File: src/rtl/uart_rx_pkg.sv
// Shared definitions for the UART receiver: FSM state encodings,
// frame geometry and the bit-period calculation used by the transmitter too.
package uart_rx_pkg;

    typedef logic [7:0] uart_byte_t;

    localparam int DATA_BITS = 8;

    localparam logic [2:0] ST_IDLE      = 3'd0;
    localparam logic [2:0] ST_START     = 3'd1;
    localparam logic [2:0] ST_DATA      = 3'd2;
    localparam logic [2:0] ST_PARITY    = 3'd3;
    localparam logic [2:0] ST_STOP      = 3'd4;
    localparam logic [2:0] ST_WAIT_IDLE = 3'd5;

    // Number of system clocks that make up one bit on the line.
    function automatic int calc_clks_per_bit(input int clk_mhz, input int baud);
        return (clk_mhz * 1000000) / baud;
    endfunction

endpackage

File: src/rtl/uart_rx_fifo.sv
// Small synchronous receive FIFO. Pointers carry one extra wrap bit so that
// full and empty can be told apart. A pop frees a slot in the same cycle, so a
// push alongside a pop is accepted even when the FIFO is full.
module uart_rx_fifo
    import uart_rx_pkg::*;
#(
    parameter int DEPTH = 4
) (
    input  logic       clk,
    input  logic       resetn,
    input  logic       push,
    input  uart_byte_t push_data,
    input  logic       pop,
    output uart_byte_t pop_data,
    output logic       empty,
    output logic       full
);

    localparam int AW = $clog2(DEPTH);

    uart_byte_t    mem [DEPTH];
    logic [AW:0]   wr_ptr;
    logic [AW:0]   rd_ptr;
    logic          do_push;
    logic          do_pop;

    // Occupancy flags and the effective push/pop decisions for this cycle.
    always_comb begin
        empty    = (wr_ptr == rd_ptr);
        full     = (wr_ptr[AW] != rd_ptr[AW]) && (wr_ptr[AW-1:0] == rd_ptr[AW-1:0]);
        do_pop   = pop && !empty;
        do_push  = push && (!full || do_pop);
        pop_data = empty ? '0 : mem[rd_ptr[AW-1:0]];
    end

    // Pointer advance; contents are untouched when a push is refused.
    always_ff @(posedge clk or negedge resetn) begin
        if (!resetn) begin
            wr_ptr <= '0;
            rd_ptr <= '0;
        end else begin
            if (do_push) begin
                wr_ptr <= wr_ptr + {{AW{1'b0}}, 1'b1};
            end
            if (do_pop) begin
                rd_ptr <= rd_ptr + {{AW{1'b0}}, 1'b1};
            end
        end
    end

    // Storage write; the array needs no reset because empty masks the head.
    always_ff @(posedge clk) begin
        if (do_push) begin
            mem[wr_ptr[AW-1:0]] <= push_data;
        end
    end

endmodule

File: src/rtl/uart_rx.sv
// UART receiver: 8N1, LSB first, idle-high line, with a small receive FIFO
// and sticky framing / overflow / parity error flags.
// Optional feature: define UART_RX_PARITY_EN to receive 8E1 frames and drive
// par_err; without it the parity state is absent and par_err is tied low.
module uart_rx
    import uart_rx_pkg::*;
#(
    parameter int CLK_MHZ    = 12,
    parameter int BAUD       = 115200,
    parameter int FIFO_DEPTH = 4
) (
    input  logic       clk,
    input  logic       resetn,
    input  logic       rx,
    output logic [7:0] rx_data,
    output logic       rx_valid,
    input  logic       rx_ready,
    output logic       frame_err,
    output logic       ovf_err,
    output logic       par_err,
    input  logic       err_clr
);

    localparam int CLKS_PER_BIT = calc_clks_per_bit(CLK_MHZ, BAUD);
    localparam int CNT_W        = $clog2(CLKS_PER_BIT);
    localparam logic [CNT_W-1:0] HALF_LOAD = CNT_W'(CLKS_PER_BIT / 2 - 1);
    localparam logic [CNT_W-1:0] FULL_LOAD = CNT_W'(CLKS_PER_BIT - 1);

    logic             rx_meta;
    logic             rxs;
    logic [2:0]       state;
    logic [CNT_W-1:0] baud_cnt;
    logic [2:0]       bit_cnt;
    uart_byte_t       shift_reg;
    logic             tick;
    logic             push;
    logic             frame_set;
    logic             ovf_set;
    logic             fifo_empty;
    logic             fifo_full;
`ifdef UART_RX_PARITY_EN
    logic             par_bad;
    logic             par_set;
`endif

    // Two-flop synchroniser; resets to the idle level so no false start.
    always_ff @(posedge clk or negedge resetn) begin
        if (!resetn) begin
            rx_meta <= 1'b1;
            rxs     <= 1'b1;
        end else begin
            rx_meta <= rx;
            rxs     <= rx_meta;
        end
    end

    // Sample strobe, completed-byte push and error set conditions.
    always_comb begin
        tick      = (baud_cnt == '0);
        frame_set = (state == ST_STOP) && tick && !rxs;
`ifdef UART_RX_PARITY_EN
        push      = (state == ST_STOP) && tick && rxs && !par_bad;
        par_set   = (state == ST_PARITY) && tick && (rxs != ^shift_reg);
`else
        push      = (state == ST_STOP) && tick && rxs;
`endif
        ovf_set   = push && fifo_full && !(rx_ready && !fifo_empty);
    end

    // Receive FSM: start validation at mid-bit, then one sample per bit period.
    always_ff @(posedge clk or negedge resetn) begin
        if (!resetn) begin
            state     <= ST_IDLE;
            baud_cnt  <= '0;
            bit_cnt   <= '0;
            shift_reg <= '0;
`ifdef UART_RX_PARITY_EN
            par_bad   <= 1'b0;
`endif
        end else begin
            case (state)
                ST_IDLE: begin
                    if (!rxs) begin
                        state    <= ST_START;
                        bit_cnt  <= '0;
                        baud_cnt <= HALF_LOAD;
                    end
                end
                ST_START: begin
                    if (tick) begin
                        if (rxs) begin
                            state <= ST_IDLE;
                        end else begin
                            state    <= ST_DATA;
                            baud_cnt <= FULL_LOAD;
                        end
                    end else begin
                        baud_cnt <= baud_cnt - CNT_W'(1);
                    end
                end
                ST_DATA: begin
                    if (tick) begin
                        shift_reg <= {rxs, shift_reg[7:1]};
                        bit_cnt   <= bit_cnt + 3'd1;
                        baud_cnt  <= FULL_LOAD;
                        if (bit_cnt == 3'(DATA_BITS - 1)) begin
`ifdef UART_RX_PARITY_EN
                            state <= ST_PARITY;
`else
                            state <= ST_STOP;
`endif
                        end
                    end else begin
                        baud_cnt <= baud_cnt - CNT_W'(1);
                    end
                end
`ifdef UART_RX_PARITY_EN
                ST_PARITY: begin
                    if (tick) begin
                        par_bad  <= (rxs != ^shift_reg);
                        state    <= ST_STOP;
                        baud_cnt <= FULL_LOAD;
                    end else begin
                        baud_cnt <= baud_cnt - CNT_W'(1);
                    end
                end
`endif
                ST_STOP: begin
                    if (tick) begin
                        state <= rxs ? ST_IDLE : ST_WAIT_IDLE;
                    end else begin
                        baud_cnt <= baud_cnt - CNT_W'(1);
                    end
                end
                ST_WAIT_IDLE: begin
                    if (rxs) begin
                        state <= ST_IDLE;
                    end
                end
                default: begin
                    state <= ST_IDLE;
                end
            endcase
        end
    end

    // Sticky error flags; a new error in the clear cycle keeps the flag set.
    always_ff @(posedge clk or negedge resetn) begin
        if (!resetn) begin
            frame_err <= 1'b0;
            ovf_err   <= 1'b0;
        end else begin
            frame_err <= frame_set | (frame_err & ~err_clr);
            ovf_err   <= ovf_set   | (ovf_err   & ~err_clr);
        end
    end

`ifdef UART_RX_PARITY_EN
    // Sticky parity error flag.
    always_ff @(posedge clk or negedge resetn) begin
        if (!resetn) begin
            par_err <= 1'b0;
        end else begin
            par_err <= par_set | (par_err & ~err_clr);
        end
    end
`else
    assign par_err = 1'b0;
`endif

    assign rx_valid = !fifo_empty;

    uart_rx_fifo #(
        .DEPTH (FIFO_DEPTH)
    ) u_fifo (
        .clk       (clk),
        .resetn    (resetn),
        .push      (push),
        .push_data (shift_reg),
        .pop       (rx_ready),
        .pop_data  (rx_data),
        .empty     (fifo_empty),
        .full      (fifo_full)
    );

endmodule
File: config.mk
export PLATFORM = sky130hd
export DESIGN_NAME = uart_rx
export DESIGN_NICKNAME = d
export VERILOG_FILES = /design/src/rtl/uart_rx_pkg.sv /design/src/rtl/uart_rx_fifo.sv /design/src/rtl/uart_rx.sv
export SDC_FILE = /design/constraint.sdc
export NUM_CORES = 1
export LEC_CHECK = 0
export ABC_AREA = 1
export CAP_MARGIN = 20
export CORE_ASPECT_RATIO = 2
export CORE_MARGIN = 2
export CORE_UTILIZATION = 40
export CTS_CLUSTER_DIAMETER = 50
export DETAILED_ROUTE_END_ITERATION = 12
export HOLD_SLACK_MARGIN = 0.06
export SLEW_MARGIN = 20
export SYNTH_ARGS = -nofsm -noshare
export SYNTH_HDL_FRONTEND = slang
export SYNTH_HIERARCHICAL = 1
export SYNTH_SLANG_ARGS = --single-unit
File: constraint.sdc
create_clock -name clk -period 3.9 [get_ports clk]
set_input_delay 0.78 -clock clk [delete_from_list [all_inputs] [get_ports clk]]
set_output_delay 0.78 -clock clk [all_outputs]
set_load 0.01 [all_outputs]
==> results.json, run 1 <==
{
  "achievable_freq_mhz": 328,
  "clock_tree_from_tritoncts": "yes",
  "multiInputGateArea_um2": 1220,
  "met2_usage_pct": 30.0,
  "overall_overflow_remaining_after_global_route": 0,
  "floorplan.io_pins": 17,
  "hp-start": "rx_meta",
  "buffer_ports.inserted": 15,
  "layout.filler_cells": 768,
  "via_count_of_the_first_global_routing_pass": 2190,
  "drive_gt1_share_pct": 13.6,
  "cts_resized": 0,
  "max-slew-margin-rel_pct": 50.0,
  "area_delta_synth_final_pct": 15.2,
  "peakVddDrop_mv": 0.299,
  "worst-r2r-setup-slack_ns": 1.49,
  "cts-root-to-sink-buffers": 2,
  "setup_total_negative_slack_ns": 0,
  "globalRoute.busiestLayer": "met2",
  "floorplan.die_area_um2": 8810,
  "total_leakage_power_nw": 1.79,
  "groute.layer.met3.usage_pct": 4.11,
  "gpl.final_weighted_congestion": 0.793,
  "hold_buffers": 0,
  "gr-usage-all-layers_pct": 15.9,
  "layout_setup_ws_ns": 0.847,
  "largest_register_ffs": 32,
  "fp.dieW_um": 67.4,
  "drt_drc_violations_left": 0,
  "crit_path_end": "rx_valid",
  "synth_seq_cells": 63,
  "critical_path.max_fanout": 20,
  "tritoncts.num_buffers": 9,
  "syn_area_um2": 3210,
  "whs_ns": 0.353,
  "starting_utilization_of_the_core_area_pct": 40.7,
  "drt_iter0_drc": 92,
  "drtPass1Iterations": 4,
  "run_status": "finished, final reports clean",
  "routed_wirelength_um": 5850,
  "clock_skew_ns": 0.00695,
  "reg2reg_to": "u_fifo/mem[1][4]",
  "antennaDiodeCount": 0,
  "num_rows": 46,
  "grt.met1_usage_pct": 15.4,
  "cts_htree_levels": 3,
  "floorplan.core_area_um2": 7890,
  "setup.worst_path.class": "flop to output pin",
  "drt-vias-per-instance": 4.75,
  "die_h_um": 131,
  "worst-r2r-cell-count": 8,
  "route.vias.total": 2161,
  "pin_count_of_the_biggest_net_entering_global_routing": 32,
  "final.min_clock_period_ns": 3.05,
  "timing.critical_path.to_type": "output pin",
  "postSynthAreaPerCell_um2": 9.56,
  "hpwlAfterDp_um": 4360,
  "cts_setup_buffers": 0,
  "drv.max_cap_violation_count": 0,
  "final-max-slew-violation-count": 0,
  "cp_data_arrival_time_ns": 2.27,
  "worstReg2RegStart": "baud_cnt[0]",
  "pwr_density_cell_nw_per_um2": 395,
  "cts.clk_slew.worst_paths_ns": 0.05,
  "mappedNetlistNets": 350,
  "layout.area.seq_um2": 1740,
  "critical_path_source": "u_fifo/rd_ptr[0]",
  "post-route-period-util_pct": 78.3,
  "dp.cells": 440,
  "clk_latency_ns": 0.32,
  "cts.sinks": 63,
  "wl_per_cell_um": 12.9,
  "place_ws_ns": 1.11,
  "worst_pin_slew_ns": 0.747,
  "grt_first_pass_wirelength_um": 10100,
  "rsz0062_at_grt": "false",
  "antenna_violations_before_repair": 0,
  "final_nets": 369,
  "post_layout_nonfiller_instances": 455,
  "clockRootBuffer": "clkbuf_16",
  "synthCells": 336,
  "finalSetupViolCount": 0,
  "finalHoldViolations": 0,
  "hold_path_class": "flop to flop",
  "detail-route-antenna-nets": 0,
  "synth.yosys.warnings": 6,
  "synth_cell_types": 33,
  "finish.utilization_pct": 46.9,
  "synth.yosys.seq_area_share_pct": 54.1,
  "worstSetupStartpointType": "flop",
  "worstPathRequired_ns": 3.12
}
## power by group
| group | total, mW | leakage [nW] | switching, mW | internal (mW) |
|---|---|---|---|---|
| Sequential | 0.698 | 0.784 | 0.00107 | 0.697 |
| Clock | 0.748 | 0.133 | 0.264 | 0.484 |
| Combinational | 0.0147 | 0.876 | 0.00998 | 0.00469 |
## layout by cell type (no fill, tap or decap), types with 2 or more instances in the layout
master and instances:
dfrtp_1 29, inv_2 6, clkdlybuf4s50_1 15, nand4_1 5
nand3_2 6, o21ai_1 12, nor2_8 2, o21ai_0 29
ha_1 9, nor2_2 3, nand2_2 4, clkbuf_16 9
nand2_1 74, nor2_1 34, edfxtp_1 32, clkinv_1 2
nand2_4 7, xor2_1 2, nand3_1 18, inv_1 42
dfstp_2 2
## stage by stage
stage          instance area, µm²  total power, mW
2_1_floorplan                3210            0.713
3_3_place_gp                 3420            0.725
3_5_place_dp                 3420            0.726
4_1_cts                      3700             1.48
5_1_grt                      3700             1.51
6_report                     3700             1.46
## kinds of logic after synthesis
group	Yosys count	synth area share, %
AOI/OAI and AO/OA	45	7.32
DFF	63	54.1
other	1	0.117
buffers and inverters	57	7.99
muxes	1	0.312
adders and majority gates	9	3.51
xor gates and xnor gates	4	1.68
and+or+nand+nor	156	24.9
## Yosys cell counts
| library cell | n | share of area (%) |
|---|---|---|
| o22ai_1 | 1 | 0.19 |
| xnor2_4 | 1 | 0.86 |
| o21ai_1 | 12 | 1.9 |
| nand3_1 | 18 | 2.8 |
| nand3_4 | 1 | 0.55 |
| nand4_2 | 1 | 0.39 |
| ha_1 | 9 | 3.5 |
| inv_1 | 42 | 4.9 |
| nor2_1 | 34 | 4.0 |
| buf_6 | 4 | 1.4 |
| nand4_1 | 5 | 0.97 |
| conb_1 | 1 | 0.12 |
| o21ai_0 | 29 | 4.5 |
| buf_4 | 2 | 0.47 |
| xnor2_1 | 1 | 0.27 |
| o211ai_1 | 1 | 0.23 |
| nor2_2 | 3 | 0.58 |
| nand2_4 | 7 | 2.5 |
| edfxtp_1 | 32 | 30 |
| dfrtp_1 | 29 | 23 |
| nand2_2 | 4 | 0.78 |
| nand3_2 | 6 | 1.9 |
| buf_2 | 2 | 0.31 |
| inv_4 | 1 | 0.19 |
| nand2_1 | 74 | 8.6 |
| nand4_4 | 1 | 0.66 |
| mux2i_1 | 1 | 0.31 |
| xor2_1 | 2 | 0.55 |
| dfstp_2 | 2 | 1.6 |
| nor2_8 | 2 | 1.2 |
| inv_2 | 6 | 0.70 |
| o31ai_1 | 1 | 0.23 |
| a21oi_2 | 1 | 0.27 |
## critical path: stages (launching register included)
cell	delay [ns]
dfrtp_1	0.73
inv_4	0.20
nand2_4	0.12
nand2_4	0.07
nand3_4	0.17
inv_1	0.06
inv_1	0.06
clkdlybuf4s50_1	0.53
## routing by layer
layer / wire (µm) / vias to the layer above
li1: - / 1126
met1: 2180 / 995
met2: 3390 / 32
met3: 142 / 8
met4: 140 / 0
met5: 0 / -
## worst min-delay path by stage
stage                     end  cells past startpoint
after floorplan           rxs                      0
after global placement    rxs                      0
after detailed placement  rxs                      0
after CTS                 rxs                      0
after global routing      rxs                      0
final                     rxs                      0
## layout make-up
cell class                      instances  share of cell area [%]
Tap cell                               96                    3.25
Timing Repair Buffer                   16                    4.26
Clock buffer                           10                    6.19
Inverter                               49                    5.04
Multi-Input combinational cell        216                    32.9
Clock inverter                          5                    1.35
Sequential cell                        63                    47.0
Note: power is estimated with default switching activity, not from simulation.
==> inputs of run 2 (changes only) <==
- clock period: 3.9 -> 3 ns (I/O delays scaled with it)
==> results.json, run 2 (synthesis gave the netlist of run 1 again) <==
{
  "run_status": "finished, final reports clean",
  "hpwlAfterDp_um": 4430,
  "clk_latency_ns": 0.33,
  "antennaDiodeCount": 0,
  "overall_overflow_remaining_after_global_route": 0,
  "antenna_violations_before_repair": 0,
  "cts.sinks": 63,
  "gpl.final_weighted_congestion": 0.792,
  "cts_setup_buffers": 0,
  "drt_drc_violations_left": 0,
  "rsz0062_at_grt": "false",
  "critical_path.most_common_cell": "inv_1",
  "finalHoldViolations": 0,
  "clock_skew_ns": 0.00315,
  "final-max-slew-violation-count": 0,
  "route.vias.total": 2225,
  "floorplan.io_pins": 17,
  "commonest_cells_after_routing_fill_and_taps_aside": "nand2_1 (74), inv_1 (42), nor2_1 (34)",
  "drive_gt1_share_pct": 14.8,
  "pwr_density_cell_nw_per_um2": 534,
  "achievable_freq_mhz": 362,
  "pin_count_of_the_biggest_net_entering_global_routing": 32,
  "setup_total_negative_slack_ns": 0,
  "post-route-period-util_pct": 92.1,
  "largest_register_ffs": 32,
  "critical_path.max_fanout": 19,
  "grt_first_pass_wirelength_um": 10000,
  "layout.filler_cells": 742,
  "cts.clk_slew.worst_paths_ns": 0.05,
  "clock_tree_from_tritoncts": "yes",
  "cp_data_arrival_time_ns": 2.16,
  "drtPass1Iterations": 4,
  "routed_wirelength_um": 5970,
  "worstPathRequired_ns": 2.40,
  "total_leakage_power_nw": 1.83,
  "buffer_ports.inserted": 15,
  "cp_num_buf_inv": 3,
  "drt_iter0_drc": 66,
  "drt-vias-per-instance": 4.84,
  "tritoncts.num_buffers": 9,
  "gr-usage-all-layers_pct": 15.9,
  "final_common_cell": "nand2_1",
  "peakVddDrop_mv": 0.305,
  "die_h_um": 131,
  "fp.dieW_um": 67.4,
  "critical_path.slowest_cell": "dfrtp_1",
  "detail-route-antenna-nets": 0,
  "cts_resized": 0,
  "final_nets": 373,
  "area_delta_synth_final_pct": 17.1,
  "layout.area.seq_um2": 1740,
  "starting_utilization_of_the_core_area_pct": 40.7,
  "cts_htree_levels": 3,
  "hold_buffers": 0,
  "worstSetupStartpointType": "flop",
  "cp_top_family": "flip-flops",
  "drv.max_cap_violation_count": 0,
  "cts-root-to-sink-buffers": 2,
  "timing.critical_path.cells": "xnor2_4 > nand3_4 > inv_1 > inv_1 > clkdlybuf4s50_1",
  "via_count_of_the_first_global_routing_pass": 2103,
  "setup.worst_path.class": "flop to output pin",
  "max-slew-margin-rel_pct": 52.6,
  "clockRootBuffer": "clkbuf_16",
  "total_design_power_mw": 2.01,
  "critical_path.max_stage_delay_ns": 0.77,
  "timing.critical_path.to_type": "output pin",
  "num_rows": 46,
  "finalSetupViolCount": 0,
  "multiInputGateArea_um2": 1220,
  "wl_per_cell_um": 13.0,
  "hold_path_class": "flop to flop",
  "floorplan.die_area_um2": 8810,
  "floorplan.core_area_um2": 7890,
  "final.min_clock_period_ns": 2.76,
  "worst_pin_slew_ns": 0.708
}
run 2: per-stage QoR:
step / setup slack, ns / std cells / util (%) / area, µm² / hold WS, ns
final: 0.238 / 460 / 47.7 / 3760 / 0.356
after global routing: 0.0272 / 460 / 47.7 / 3760 / 0.363
after floorplan: 0.945 / 336 / - / 3210 / 0.304
after detailed placement: 0.512 / 444 / 43.7 / 3450 / 0.349
after CTS: 0.182 / 460 / 47.7 / 3760 / 0.357
after global placement: 0.537 / 444 / 43.7 / 3450 / 0.347
run 2: area by class of cell:
| cell class | count | share of cell area [%] |
|---|---|---|
| sequential | 63 | 46.2 |
| multi-input combinational | 216 | 32.3 |
| clock buffer | 10 | 6.09 |
| timing repair buffer | 20 | 4.99 |
| inverter | 49 | 4.96 |
| tap | 96 | 3.19 |
| clock inverter | 6 | 2.23 |
run 2: routing by layer:
metal,vias up,share of wire [%],global-route usage [%]
met5,-,0,0
met2,34,58,29.5
li1,1134,-,-
met1,1048,37,15.4
met3,9,2.3,4.11
met4,0,2.5,9.00
run 2: final timing paths:
check | cells past startpoint | end | slack [ns] | start
hold reg to reg | 0 | rxs | 0.36 | rx_meta
setup reg to reg | 8 | u_fifo/mem[2][3] | 0.60 | baud_cnt[0]
max in group asynchronous | 2 | rxs | 1.98 | resetn
min in group asynchronous | 2 | baud_cnt[4] | 0.67 | resetn
hold / removal | 0 | rxs | 0.36 | rx_meta
setup / recovery | 5 | rx_valid | 0.24 | u_fifo/rd_ptr[1]
run 2: power by group:
part,internal [mW],switching (mW)
clock,0.723,0.360
sequential,0.906,0.00148
combinational,0.00610,0.0133
run 2: worst reg2reg max path: stages (launching register included):
cell and delay (ns):
dfrtp_1 0.37, inv_1 0.12, ha_1 0.19, nand2_1 0.14, nor2_8 0.20, nand2_4 0.10
nor2_2 0.24, nand2_4 0.12, nor2_1 0.56
